### src/rtl/bus_async_tgt_if.sv
// Command/response handshake between the async bridge's master-side port and the register target.
// The master drives commands and stall; the slave returns the response strobe and data.
interface bus_async_tgt_if #(
    parameter int AW = 12
) ();
    logic            cpvalid;
    logic [AW+36:0]  cpdata;
    logic            hold;
    logic            dpready;
    logic [32:0]     dpdata;

    modport master (
        output cpvalid,
        output cpdata,
        output hold,
        input  dpready,
        input  dpdata
    );

    modport slave (
        input  cpvalid,
        input  cpdata,
        input  hold,
        output dpready,
        output dpdata
    );
endinterface

### src/rtl/bus_async_tgt.sv
// Register-bank target for the master side of the async bus bridge: one command at a time,
// fixed wait states stretched by hold, then a single registered response strobe.
module bus_async_tgt #(
    parameter int          AW      = 12,
    parameter int          DW      = 32,
    parameter int          NREG    = 8,
    parameter int          WAITCYC = 2,
    parameter logic [31:0] IDVAL   = 32'hB0C1_0001
) (
    input  logic               clk,
    input  logic               resetn,
    bus_async_tgt_if.slave     bus,
    output logic [NREG*32-1:0] regs
);

    localparam int            CW       = 1 + 4 + AW + DW;
    localparam int            IW       = AW - 2;
    localparam logic [IW-1:0] NREG_L   = IW'(NREG);
    localparam logic [3:0]    WAIT_L   = 4'(WAITCYC);
    localparam logic          HAS_WAIT = (WAITCYC > 0);

    typedef enum logic [1:0] {
        ST_IDLE = 2'd0,
        ST_WAIT = 2'd1,
        ST_RESP = 2'd2
    } state_t;

    state_t                    state_r;
    state_t                    state_nxt_s;
    logic [3:0]                cnt_r;
    logic [CW-1:0]             cmd_r;
    logic [NREG-1:1][DW-1:0]   regs_r;
    logic                      dpready_r;
    logic [DW:0]               dpdata_r;

    logic [CW-1:0]             sel_s;
    logic                      sel_we_s;
    logic [3:0]                sel_be_s;
    logic [AW-1:0]             sel_addr_s;
    logic [DW-1:0]             sel_wdata_s;
    logic                      sel_err_s;
    logic [DW-1:0]             rsp_rdata_s;
    logic [DW:0]               rsp_s;
    logic                      dpready_nxt_s;
    logic                      wr_en_s;

    function automatic logic [DW-1:0] lane_merge(input logic [DW-1:0] old_v,
                                                 input logic [DW-1:0] new_v,
                                                 input logic [3:0]    be);
        logic [DW-1:0] res;
        res = old_v;
        for (int k = 0; k < 4; k++) begin
            if (be[k]) res[k*8 +: 8] = new_v[k*8 +: 8];
            else       res[k*8 +: 8] = old_v[k*8 +: 8];
        end
        return res;
    endfunction

    // Register 0 is the read-only ID, so a write aimed at it is reported as an error.
    function automatic logic decode_err(input logic we, input logic [AW-1:0] addr);
        return (addr[AW-1:2] >= NREG_L) || (addr[1:0] != 2'b00) ||
               (we && (addr[AW-1:2] == {IW{1'b0}}));
    endfunction

    function automatic logic [DW-1:0] read_mux(input logic [NREG-1:1][DW-1:0] bank,
                                               input logic [IW-1:0]           ix);
        logic [DW-1:0] res;
        res = IDVAL;
        for (int i = 1; i < NREG; i++) begin
            if (ix == IW'(i)) res = bank[i];
            else              res = res;
        end
        return res;
    endfunction

    // In IDLE the live bus is decoded so a zero-wait command can respond on the next edge.
    always_comb begin
        if (state_r == ST_IDLE) sel_s = bus.cpdata;
        else                    sel_s = cmd_r;
        sel_we_s    = sel_s[CW-1];
        sel_be_s    = sel_s[CW-2 -: 4];
        sel_addr_s  = sel_s[DW +: AW];
        sel_wdata_s = sel_s[DW-1:0];
        sel_err_s   = decode_err(sel_we_s, sel_addr_s);
    end

    // State register.
    always_ff @(posedge clk or negedge resetn) begin
        if (!resetn) state_r <= ST_IDLE;
        else         state_r <= state_nxt_s;
    end

    // Next-state logic; cpvalid is only looked at in IDLE.
    always_comb begin
        state_nxt_s = state_r;
        case (state_r)
            ST_IDLE: begin
                if (bus.cpvalid) begin
                    if (HAS_WAIT || bus.hold) state_nxt_s = ST_WAIT;
                    else                      state_nxt_s = ST_RESP;
                end else begin
                    state_nxt_s = ST_IDLE;
                end
            end
            ST_WAIT: begin
                if (!bus.hold && (cnt_r <= 4'd1)) state_nxt_s = ST_RESP;
                else                              state_nxt_s = ST_WAIT;
            end
            ST_RESP: state_nxt_s = ST_IDLE;
            default: state_nxt_s = ST_IDLE;
        endcase
    end

    // Output logic: response word, strobe request and write enable.
    always_comb begin
        dpready_nxt_s = (state_nxt_s == ST_RESP);
        if (sel_we_s || sel_err_s) rsp_rdata_s = {DW{1'b0}};
        else                       rsp_rdata_s = read_mux(regs_r, sel_addr_s[AW-1:2]);
        rsp_s   = {sel_err_s, rsp_rdata_s};
        wr_en_s = (state_r == ST_RESP) && sel_we_s && !sel_err_s;
    end

    // Wait-state counter: loaded at capture, frozen while hold is high.
    always_ff @(posedge clk or negedge resetn) begin
        if (!resetn) begin
            cnt_r <= 4'd0;
        end else if ((state_r == ST_IDLE) && bus.cpvalid) begin
            cnt_r <= WAIT_L;
        end else if ((state_r == ST_WAIT) && !bus.hold && (cnt_r != 4'd0)) begin
            cnt_r <= cnt_r - 4'd1;
        end
    end

    // Command capture register.
    always_ff @(posedge clk or negedge resetn) begin
        if (!resetn)                                  cmd_r <= {CW{1'b0}};
        else if ((state_r == ST_IDLE) && bus.cpvalid) cmd_r <= bus.cpdata;
    end

    // Registered response; dpdata keeps its value between responses.
    always_ff @(posedge clk or negedge resetn) begin
        if (!resetn) begin
            dpready_r <= 1'b0;
            dpdata_r  <= {(DW+1){1'b0}};
        end else begin
            dpready_r <= dpready_nxt_s;
            if (dpready_nxt_s) dpdata_r <= rsp_s;
        end
    end

    // Register bank write, committed at the end of the response cycle.
    always_ff @(posedge clk or negedge resetn) begin
        if (!resetn) begin
            regs_r <= {((NREG-1)*DW){1'b0}};
        end else begin
            for (int i = 1; i < NREG; i++) begin
                if (wr_en_s && (sel_addr_s[AW-1:2] == IW'(i)))
                    regs_r[i] <= lane_merge(regs_r[i], sel_wdata_s, sel_be_s);
            end
        end
    end

    assign bus.dpready = dpready_r;
    assign bus.dpdata  = dpdata_r;
    assign regs        = {regs_r, IDVAL};

endmodule

### src/flat_wrapper.sv
// flat-port wrapper written by rule: the top's interface ports become plain ports
module bus_async_tgt_flat 
#(
    parameter int          AW      = 12,
    parameter int          DW      = 32,
    parameter int          NREG    = 8,
    parameter int          WAITCYC = 2,
    parameter logic [31:0] IDVAL   = 32'hB0C1_0001
)
  (clk, resetn, regs, bus_cpvalid, bus_cpdata, bus_hold, bus_dpready, bus_dpdata);
  bus_async_tgt_if #(.AW(AW)) bus_i ();
  input  logic clk;
  input  logic resetn;
  output logic [NREG*32-1:0] regs;
  input wire logic [$bits(bus_i.cpvalid)-1:0] bus_cpvalid;
  input wire logic [$bits(bus_i.cpdata)-1:0] bus_cpdata;
  input wire logic [$bits(bus_i.hold)-1:0] bus_hold;
  output wire logic [$bits(bus_i.dpready)-1:0] bus_dpready;
  output wire logic [$bits(bus_i.dpdata)-1:0] bus_dpdata;
  assign bus_i.cpvalid = bus_cpvalid;
  assign bus_i.cpdata = bus_cpdata;
  assign bus_i.hold = bus_hold;
  assign bus_dpready = bus_i.dpready;
  assign bus_dpdata = bus_i.dpdata;
  bus_async_tgt #(.AW(AW), .DW(DW), .NREG(NREG), .WAITCYC(WAITCYC), .IDVAL(IDVAL)) u_core (.clk(clk), .resetn(resetn), .bus(bus_i), .regs(regs));
endmodule
### config.mk
export PLATFORM = sky130hd
export DESIGN_NAME = bus_async_tgt_flat
export DESIGN_NICKNAME = d
export VERILOG_FILES = /design/src/rtl/bus_async_tgt_if.sv /design/src/rtl/bus_async_tgt.sv /design/src/flat_wrapper.sv
export SDC_FILE = /design/constraint.sdc
export NUM_CORES = 1
export LEC_CHECK = 0
export BUFFER_PORTS_ARGS = -buffer_cell sky130_fd_sc_hd__buf_4
export CAP_MARGIN = 20
export CORE_ASPECT_RATIO = 1.5
export CORE_UTILIZATION = 26
export DETAILED_ROUTE_END_ITERATION = 10
export GPL_TIMING_DRIVEN = 0
export PLACE_DENSITY = 0.43
export REMOVE_ABC_BUFFERS = 1
export SYNTH_ARGS = -nofsm -noshare
export SYNTH_HDL_FRONTEND = slang
export SYNTH_SLANG_ARGS = --single-unit
export TNS_END_PERCENT = 20
### constraint.sdc
create_clock -name clk -period 6.8 [get_ports clk]
set_input_delay 0.68 -clock clk [delete_from_list [all_inputs] [get_ports clk]]
set_output_delay 0.68 -clock clk [all_outputs]
set_load 0.1 [all_outputs]
==> impl_metrics.toml, run 1 <==
[outcome]
status = "completed"

[logic_synthesis]
netlist_top_cells_area = "dfrtp_1, mux2_2, nand2_1"
yosysUniqueCellTypes = 59
synth_area_um2 = 14900
yosys_warnings = 0
ys_seq_area_share_pct = 52.5
ys_seq_elements = 313
synth_top_area_share_pct = 52.5
synthArstFlopShare_pct = 100
syn_inst = 1428
synth_ff_type = "dfrtp_1"
yosys.area.top_type = "dfrtp_1"
synth_edf_count = 0
syn_avg_cell_area_um2 = 10.4

[cells_and_area]
area_growth_syn_to_layout_pct = 31.7
layout_commonest_cell = "nand2_1"
drive_above_1_share_pct = 33.8
fin_cells = 2525
final_cell_mix = "nand2_1, buf_4, dfrtp_1, o21ai_0, mux2_2"
fin_nets = 1791

[global_route]
antenna_found_initial = 1
first_global_vias = 12300
grt_overflow = 0
grt_pass1_wl_um = 89800
grt_use_total_pct = 21.4
grt_max_degree = 104

[power_and_ir_drop]
p_int_mw = 3.94
power_leakage_nw = 9.26
power_per_cell_area_nw_per_um2 = 327
netSwitchingPower_mw = 2.48
seq_power_share_pct = 33.9
p_sw_share_pct = 38.6
ir_worst_vdd_mv = 0.267
comb_power_share_pct = 35.1
pwr-share-clk_pct = 31.1

[die]
die_width_um = 197
start_util_pct = 26.3
rows = 107
io_pins = 343
core_um2 = 56800
die_area_um2 = 58300
fp.dieH_um = 295

[placed_design]
dpl.cell_count = 2459
hpwl_um = 42700
portBuffers = 310
place_congestion = 0.782

[worst_setup_path]
worst-endpoint-required_ns = 7.22
critPathCaptureType = "register"
crit_type = "reg2reg"
cp-start-kind = "register"
critPathArrivalTime_ns = 4.63
path_max_fanout = 32

[clock_tree]
cts_made_buffers = 37
post_cts_resized = 0
post-cts-setup-buffers = 0
clk_latency_ns = 0.55
numClockSinks = 313
cts.path.max_buffers = 3
cts_tree = "yes"
htreeDepth = 2
path_clk_slew_ns = 0.06
cts_root_buf = "clkbuf_16"
postCtsHoldBufs = 0

[sta]
finalSetupViolations = 0
final_hold_viol_count = 0
setup_tns_ns = 0
max_slew_margin_pct = 22.0
final_max_slew_viol_count = 0
rsz0062_at_grt = "false"
period_share_pct = 62.0
worstMarginPinSlew_ns = 1.16
fmax_ghz = 0.237
period_needed_ns = 4.22
finalClockSkew_ns = 0.0219

[job]
drv_cap = 0

[routing]
routed_wl_um = 62300
viasPerCell = 4.87
first_pass_iters = 5
wl_per_cell_um = 24.7
drt_iter0_drc = 566
routed-via-count = 12300
drcViolationCount = 0
ant_nets = 0

[worst_hold_path]
hold_path.class = "in2async"
worst max-delay path: stages, from the launching register on:
cell     delay [ns]
dfrtp_1        0.65
or2_4          0.39
buf_16         0.31
mux2_2         0.62
buf_12         0.27
nor2_4         0.45
buf_12         0.27
nand3_4        0.19
nor2_4         0.47
mux2_2         0.40
layout make-up:
type / instances / area, um2
Clock buffer: 55 / 1090
Fill cell: 5805 / 37100
Antenna cell: 2 / 5.00
Timing Repair Buffer: 343 / 2890
Multi-Input combinational cell: 1033 / 6740
Clock inverter: 9 / 98.8
Sequential cell: 313 / 7830
Inverter: 7 / 26.3
Tap cell: 763 / 955
sequential cells by signal (all words and copies together), names as in the netlist:
signal / cells
u_core.bus.dpready: 1
u_core.cnt_r: 4
u_core.state_r: 2
u_core.bus.dpdata: 33
u_core.cmd_r: 49
u_core.regs: 224
per-layer routing:
metal  wire [um]  GRT usage (%)
met2       31400           37.2
met4        2080           7.60
met3        2790           3.31
met1       26000           26.7
met5           0              0
through the flow:
step                hold WS, ns  utilization, %  area [um2]  power, mW  worst slack [ns]
global placement          0.467            31.3       17800       4.33            -11.39
global route             0.0568            34.6       19600       6.76              2.48
floorplan                 0.384               -       14500       3.45            -0.414
detailed placement        0.476            32.5       18400       4.48              2.57
finish                   0.0490            34.6       19600       6.42              2.58
CTS                      0.0368            34.6       19600       6.53              2.56
cells in the mapped netlist, drive strengths merged, types with 3 or more instances:
cell type	n
nand2	333
dfrtp	313
o21ai	212
mux2	164
clkbuf	62
mux2i	50
nor2	44
buf	43
a2bb2oi	23
a31oi	20
o22ai	19
a22oi	18
nand3	15
nor3	15
a21oi	11
and2	10
nor4	9
a221oi	7
inv	7
or4	6
nand2b	5
nand3b	5
o211ai	5
a211oi	3
ha	3
o21bai	3
power by group through the flow:
stage	registers, mW	logic [mW]	clock network [mW]
after floorplan	2.21	1.24	0
after global placement	2.19	2.14	0
after detailed placement	2.21	2.28	0
after CTS	2.17	2.28	2.07
after global routing	2.20	2.43	2.13
final	2.18	2.25	1.99
kinds of logic (layout without fill, tap and decap cells):
logic type               Yosys count  in the layout  synth area share, %
AND/OR/NAND/NOR                  452            452                 13.7
AO/OA/AOI/OAI                    329            329                 13.0
flip-flops                       313            313                 52.5
multiplexers                     214            214                 16.6
buffers and inverters            112            414                 3.72
adder cells (fa/ha/maj)            3              3                0.252
XOR/XNOR                           3              3                0.176
other                              2             34               0.0504
worst paths after layout:
check | start | end | slack (ns) | cells past startpoint
max | u_core.state_r[0] | u_core.regs[68] | 2.58 | 9
min | resetn | u_core.cmd_r[3] | 0.05 | 1
max reg2reg | u_core.state_r[0] | u_core.regs[68] | 2.58 | 9
min reg2reg | u_core.bus.dpdata[14] | u_core.bus.dpdata[14] | 0.48 | 2
max in group asynchronous | resetn | u_core.regs[127] | 5.41 | 3
min in group clk | bus_cpdata[48] | u_core.cmd_r[48] | 0.34 | 3
Note: power is estimated with default switching activity, not from simulation.
==> inputs of run 2 (changes only) <==
- clock period: 6.8 -> 4.3 ns (I/O delays scaled with it)
==> impl_metrics.toml, run 2 (synthesis gave the netlist of run 1 again) <==
[worst_setup_path]
crit_type = "reg2reg"
path_max_fanout = 32
crit_family = "simple AND/OR/NAND/NOR gates"
rr_startpoint = "u_core.state_r[1]"
critPathArrivalTime_ns = 4.62
critPathCaptureType = "register"
crit_path_top_delay_cell = "dfrtp_1"
worst-path-buf-inv = 3
cpPeakStageDelay_ns = 0.62
crit_path_start = "u_core.state_r[1]"
worstPathCellList = "or2_4 -> buf_16 -> mux2_2 -> buf_12 -> nor2_4 -> buf_12 -> nand3_4 -> nor2_4 -> mux2_2"
worst-endpoint-required_ns = 4.72
cp-start-kind = "register"

[power_and_ir_drop]
finalPower_mw = 10.2
power_per_cell_area_nw_per_um2 = 516
ir_worst_vdd_mv = 0.423
power_leakage_nw = 9.27

[cells_and_area]
final_cell_mix = "nand2_1, buf_4, dfrtp_1, o21ai_0, mux2_2"
largest_reg_flops = 224
area_growth_syn_to_layout_pct = 32.0
fin_nets = 1793
multiInputGateArea_um2 = 6750
layout_commonest_cell = "nand2_1"
drive_above_1_share_pct = 33.9
stdcell_area_um2 = 19700
fillers = 5804
regArea_um2 = 7830

[sta]
finalSetupViolations = 0
period_share_pct = 97.8
fmax_ghz = 0.238
final_max_slew_viol_count = 0
worstMarginPinSlew_ns = 1.16
setup_tns_ns = 0
max_slew_margin_pct = 22.6
rsz0062_at_grt = "false"
final_hold_viol_count = 0
worst_slack_ns = 0.0947
finalClockSkew_ns = 0.0228
period_needed_ns = 4.21

[die]
start_util_pct = 26.3
fp.dieH_um = 295
die_area_um2 = 58300
die_width_um = 197
io_pins = 343
rows = 107
core_um2 = 56800

[placed_design]
preCtsSetupSlack_ns = 0.0702
hpwl_um = 42700
portBuffers = 310
place_congestion = 0.782
post_dp_cell_area_um2 = 18400

[global_route]
first_global_vias = 12300
grt_pass1_wl_um = 89800
antenna_found_initial = 1
grt_max_degree = 104
grt_use_total_pct = 21.4
grt_overflow = 0

[job]
drv_cap = 0

[routing]
first_pass_iters = 5
wl_per_cell_um = 24.7
routed-via-count = 12300
drcViolationCount = 0
drt_iter0_drc = 566
viasPerCell = 4.86
ant_nets = 0
routed_wl_um = 62300

[clock_tree]
path_clk_slew_ns = 0.06
cts.path.max_buffers = 3
clk_latency_ns = 0.55
cts_made_buffers = 37
numClockSinks = 313
cts_root_buf = "clkbuf_16"
cts_tree = "yes"
htreeDepth = 2

[worst_hold_path]
hold_path.class = "in2reg"
hold_start = "bus_cpdata[48]"

[outcome]
status = "completed"
[run 2: layout make-up]
cell class | count | share of cell area, %
clock buffers | 55 | 5.52
inverters | 7 | 0.134
clock inverters | 9 | 0.503
multi-input cells | 1033 | 34.3
well taps | 763 | 4.85
diodes | 2 | 0.0254
repair buffers | 345 | 14.8
flip-flops and latches | 313 | 39.8
[run 2: final timing paths]
kind	endpoint	slack, ns	cells after the start
max	u_core.regs[68]	0.09	9
min	u_core.cmd_r[48]	0.09	3
max reg2reg	u_core.regs[68]	0.09	9
min reg2reg	u_core.bus.dpdata[14]	0.48	2
max in group asynchronous	u_core.state_r[0]	2.56	4
min in group asynchronous	u_core.cmd_r[3]	0.39	2
[run 2: metal layers]
layer / up-vias / share of wire, % / track usage (%)
met5: - / 0 / 0
met4: 0 / 3.3 / 7.60
met3: 91 / 4.6 / 3.31
met2: 407 / 50 / 37.2
met1: 6188 / 42 / 26.7
li1: 5587 / - / -
[run 2: through the flow]
step,hold WS [ns],instances,utilization [%]
after floorplan,0.134,1353,-
after global placement,0.467,2426,31.3
after detailed placement,0.378,2459,32.5
after CTS,0.0571,2524,34.6
after global routing,0.0882,2526,34.6
final,0.0927,2527,34.7
[run 2: tightest hold or removal path, stage by stage]
cell and delay [ns]:
buf_4 0.09, nand2_1 0.04, o21ai_0 0.06
[run 2: timing repair]
| item | in CTS | in global routing |
|---|---|---|
| endpoints found under the setup margin | 0 | 22 |
| gates resized for setup | 0 | 2 |
| hold buffers | 1 | 0 |
| hold endpoints to repair | 52 | 0 |
| setup buffers | 0 | 1 |
[run 2: power breakdown]
| part | leakage [nW] | total [mW] | internal (mW) | switching, mW |
|---|---|---|---|---|
| registers | 4.26 | 3.44 | 3.22 | 0.222 |
| clock network | 0.586 | 3.15 | 1.86 | 1.29 |
| logic | 4.42 | 3.56 | 1.15 | 2.41 |
